[config.mk]
export PLATFORM = sky130hd
export DESIGN_NAME = lab4_timer_ctrl
export DESIGN_NICKNAME = d
export VERILOG_FILES = /design/src/rtl/lab4_timer_ctrl.sv
export SDC_FILE = /design/constraint.sdc
export NUM_CORES = 1
export LEC_CHECK = 0
export CAP_MARGIN = 20
export CORE_ASPECT_RATIO = 0.9
export CORE_MARGIN = 2
export CORE_UTILIZATION = 33
export DETAILED_ROUTE_END_ITERATION = 16
export PLACE_DENSITY = 0.68
export SETUP_SLACK_MARGIN = 0.3
export SYNTH_ARGS = -nofsm -noshare
export SYNTH_HDL_FRONTEND = slang
export SYNTH_SLANG_ARGS = --single-unit
[constraint.sdc]
create_clock -name clk_i -period 3.2 [get_ports clk_i]
set_input_delay 0.48 -clock clk_i [delete_from_list [all_inputs] [get_ports clk_i]]
set_output_delay 0.48 -clock clk_i [all_outputs]
set_load 0.01 [all_outputs]
[src/rtl/lab4_timer_ctrl.sv]
// Sequencer for the lab4 mod-CM counter: preset load, prescaled stepping,
// countdown or stopwatch runs with pause/resume/abort and a done pulse.
module lab4_timer_ctrl #(
    parameter int CM  = 100,
    parameter int DIV = 10
) (
    input  logic       clk_i,
    input  logic       arst_i,
    input  logic       start_i,
    input  logic       stop_i,
    input  logic       set_valid_i,
    input  logic [6:0] set_val_i,
    input  logic       mode_i,
    input  logic [6:0] cnt_q_i,
    output logic       cnt_ena_o,
    output logic       cnt_load_o,
    output logic [6:0] cnt_din_o,
    output logic       cnt_dir_o,
    output logic       busy_o,
    output logic       done_o,
    output logic [2:0] state_o
);

    localparam int PSC_W = (DIV > 1) ? $clog2(DIV) : 1;
    localparam logic [6:0]       PRESET_MAX = 7'(CM - 1);
    localparam logic [PSC_W-1:0] PSC_LAST   = PSC_W'(DIV - 1);

    typedef enum logic [2:0] {
        IDLE  = 3'd0,
        LOAD  = 3'd1,
        RUN   = 3'd2,
        PAUSE = 3'd3,
        DONE  = 3'd4
    } state_e;

    state_e           state_q, state_d;
    logic [6:0]       preset_q, preset_d;
    logic             mode_q, mode_d;
    logic [PSC_W-1:0] psc_q, psc_d;
    logic             done_q, done_d;

    logic [6:0] target;
    logic       at_target;
    logic       step;

    assign target    = mode_q ? preset_q : 7'd0;
    assign at_target = (cnt_q_i == target);
    // stop suppresses a step in the very cycle it is seen; the target check
    // guarantees the counter is never pushed past its end value.
    assign step      = (state_q == RUN) && !stop_i && !at_target && (psc_q == PSC_LAST);

    always_ff @(posedge clk_i or negedge arst_i) begin
        if (!arst_i) begin
            state_q  <= IDLE;
            preset_q <= '0;
            mode_q   <= 1'b0;
            psc_q    <= '0;
            done_q   <= 1'b0;
        end else begin
            state_q  <= state_d;
            preset_q <= preset_d;
            mode_q   <= mode_d;
            psc_q    <= psc_d;
            done_q   <= done_d;
        end
    end

    always_comb begin
        state_d  = state_q;
        preset_d = preset_q;
        mode_d   = mode_q;
        psc_d    = psc_q;
        done_d   = 1'b0;
        case (state_q)
            IDLE, DONE: begin
                if (set_valid_i)
                    preset_d = (set_val_i > PRESET_MAX) ? PRESET_MAX : set_val_i;
                if (stop_i) begin
                    state_d = IDLE;
                end else if (start_i) begin
                    mode_d  = mode_i;
                    state_d = LOAD;
                end
            end
            LOAD: begin
                state_d = RUN;
                psc_d   = '0;
            end
            RUN: begin
                if (stop_i) begin
                    state_d = PAUSE;
                end else if (at_target) begin
                    state_d = DONE;
                    done_d  = 1'b1;
                end else begin
                    psc_d = (psc_q == PSC_LAST) ? '0 : psc_q + PSC_W'(1);
                end
            end
            PAUSE: begin
                if (stop_i) begin
                    state_d = IDLE;
                    psc_d   = '0;
                end else if (start_i) begin
                    state_d = RUN;
                end
            end
            default: state_d = IDLE;
        endcase
    end

    assign cnt_ena_o  = (state_q == LOAD) || step;
    assign cnt_load_o = (state_q != LOAD);
    assign cnt_din_o  = mode_q ? 7'd0 : preset_q;
    assign cnt_dir_o  = mode_q;
    assign busy_o     = (state_q == LOAD) || (state_q == RUN) || (state_q == PAUSE);
    assign done_o     = done_q;
    assign state_o    = state_q;

endmodule

==> flow_metrics.env <==
export IMPL_maxCapViolCount=0
export IMPL_htreeDepth=1
export IMPL_numCtsBuffers=3
export IMPL_synth_cell_area_um2=1020
export IMPL_cts_repair_resized=2
export IMPL_hold_viol=0
export IMPL_min_period_ns=2.72
export IMPL_r2r_end="psc_q[1]$_DFFE_PN0P_"
export IMPL_synth_top_area_share_pct=39.2
export IMPL_rows=19
export IMPL_worstPathRequired_ns=2.72
export IMPL_crit_fanout=8
export IMPL_critical_path_class="in2out"
export IMPL_die_area_um2=3560
export IMPL_arrival_ns=2.24
export IMPL_tightest_slew_ns=0.672
export IMPL_ys_ff_latch=16
export IMPL_layout_commonest_cell="clkdlybuf4s50_1"
export IMPL_syn_avg_cell_area_um2=8.89
export IMPL_ys_top_cells_by_area="dfrtp_1 (39%), nand2_1 (5.9%), nor2b_1 (4.3%)"
export IMPL_slew_violations=0
export IMPL_dp_hpwl_um=1870
export IMPL_final_cells=190
export IMPL_fillers=317
export IMPL_ys_warn_count=0
export IMPL_routedWlPerCell_um=12.1
export IMPL_drtIter0Drc=66
export IMPL_core_area_um2=3000
export IMPL_clkTransAtPathRegs_ns=0.09
export IMPL_ys_types=37
export IMPL_synth_nets=137
export IMPL_r2r_slack_ns=1.43
export IMPL_gr_total_overflow=0
export IMPL_ys_flop_type="dfrtp_1"
export IMPL_syn2layout_area_growth_pct=38.6
export IMPL_ff2ff_path_depth=6
export IMPL_antennaDiodeCount=0
export IMPL_die_w_um=62.7
export IMPL_avgViaCountPerCell=4.93
export IMPL_drc=0
export IMPL_tns_ns=0
export IMPL_gp_congestion=0.770
export IMPL_clock_sinks=16
export IMPL_synth_edf_count=0
export IMPL_cts_tree="yes"
export IMPL_grt_use_total_pct=13.6
export IMPL_placedCellCount=186
export IMPL_ant_nets=0
export IMPL_hp_start="preset_q[4]$_DFFE_PN0P_"
export IMPL_ios=35
export IMPL_min_to="preset_q[4]$_DFFE_PN0P_"
export IMPL_rsz0062_at_grt="no"
export IMPL_synth_top_area_cell="dfrtp_1"
export IMPL_fmax_mhz=368
export IMPL_hp_class="reg2reg"
export IMPL_ys_seq_area_share_pct=39.2
export IMPL_power_leakage_nw=0.569
export IMPL_irDropWorstVdd_uv=309
export IMPL_fin_skew_ns=0.00189
export IMPL_fin_crit_sh_pct=85.0
export IMPL_status="finished clean"
export IMPL_synth_async_reset_ratio_pct=100
export IMPL_drive_gt1_share_pct=6.76
export IMPL_die_h_um=56.8
export IMPL_start_util_pct=34.1
export IMPL_wl_um=2300
export IMPL_mostFrequentLayoutCells="clkdlybuf4s50_1 (33), nand2_1 (16), dfrtp_1 (15), nor2_1 (10)"
export IMPL_end_kind="output pin"
export IMPL_grt_pass1_wl_um=3770
export IMPL_start_kind="input port"
export IMPL_grt_max_degree=20
export IMPL_firstDrtPassIters=4
export IMPL_post_cts_buffers=0
export IMPL_place_area_um2=1380
export IMPL_antenna_found_initial=0
export IMPL_setup_viol=0
export IMPL_vias=937
export IMPL_p_per_area_nw_per_um2=752
export IMPL_fin_area_um2=1420
export IMPL_cts_root_buf="clkbuf_4"
export IMPL_hold_buffers=0
export IMPL_synth_cells=115
export IMPL_port_buffers=34
export IMPL_fin_nets=171
export IMPL_grt_pass1_vias=871
export IMPL_hold_depth=2
export IMPL_timing_rr_start="cnt_dir_o$_DFFE_PN0P_"
export IMPL_slew_headroom_pct=55.1
export IMPL_cts_path_max_buffers=2
export IMPL_clock_latency_ns=0.28
[power breakdown]
| part | switching (mW) | internal, mW | total, mW |
|---|---|---|---|
| clock | 0.0622 | 0.0693 | 0.131 |
| combinational | 0.238 | 0.302 | 0.540 |
| sequential | 0.117 | 0.277 | 0.394 |
| total | 0.417 | 0.648 | 1.07 |
[flip-flops by register name, summed over array words and instances (netlist names)]
| name | cells |
|---|---|
| done_o | 1 |
| cnt_dir_o | 1 |
| preset_q | 7 |
| psc_q | 4 |
| state_o | 3 |
[final cells by class]
type                            count  area [um2]  area share [%]
Sequential cell                    16         402            28.4
Timing Repair Buffer               34         339            23.9
Tap cell                           42        52.6            3.71
Multi-Input combinational cell     89         568            40.1
Inverter                            5        18.8            1.33
Clock buffer                        4        36.3            2.56
[cell usage after synthesis (all sizes together) (3+ instances only)]
cell type and n:
xnor2 4, buf 3, nand2 16, nand4 4
inv 5, mux2 4, nand3 3, nor2b 7
o21ai 8, dfrtp 16, nor2 10, nor3 3
[worst max-delay path, cell delays in order]
cell	delay, ns
clkdlybuf4s50_1	0.50
and4bb_1	0.23
a22oi_2	0.11
nand2_1	0.07
and4_4	0.21
o41ai_1	0.32
dlygate4sd2_1	0.31
[per-layer routing]
| metal | track usage (%) | vias to the layer above | wire, um | part of all wire [%] |
|---|---|---|---|---|
| met5 | 0 | - | 0 | 0 |
| met4 | 6.67 | 0 | 46 | 2.0 |
| met3 | 3.21 | 6 | 138 | 6.0 |
| met2 | 23.5 | 35 | 1090 | 48 |
| met1 | 15.9 | 425 | 1020 | 44 |
| li1 | - | 471 | - | - |
[cells by family (layout without fill, tap and decap cells)]
kind of cell	Yosys count	after routing	share of synthesized area [%]
and+or+nand+nor	53	53	27.2
AOI/OAI and AO/OA	23	23	15.3
DFF	16	16	39.2
buffers and inverters	10	43	5.26
muxes	6	6	6.36
xor gates and xnor gates	5	5	4.28
adders and majority gates	2	2	2.45
[worst max path at each step]
stage	from	to	slack (ns)	cells past startpoint
after floorplan	cnt_dir_o$_DFFE_PN0P_	cnt_ena_o	1.01	7
after global placement	cnt_q_i[0]	cnt_ena_o	0.22	7
after detailed placement	cnt_q_i[0]	cnt_ena_o	0.21	7
after CTS	cnt_q_i[0]	cnt_ena_o	0.48	7
after global routing	cnt_q_i[0]	cnt_ena_o	0.34	7
final	cnt_q_i[0]	cnt_ena_o	0.48	7
[stage by stage]
| step | power (mW) | hold WS, ns | utilization, % | setup slack [ns] |
|---|---|---|---|---|
| 3_5_place_dp | 0.946 | 0.532 | 46.1 | 0.212 |
| 3_3_place_gp | 0.920 | 0.488 | 46.1 | 0.218 |
| 4_1_cts | 1.08 | 0.553 | 47.3 | 0.482 |
| 6_report | 1.07 | 0.538 | 47.3 | 0.479 |
| 2_1_floorplan | 0.718 | 0.184 | - | 1.01 |
| 5_1_grt | 1.16 | 0.590 | 47.3 | 0.336 |
Note: power is estimated with default switching activity, not from simulation.
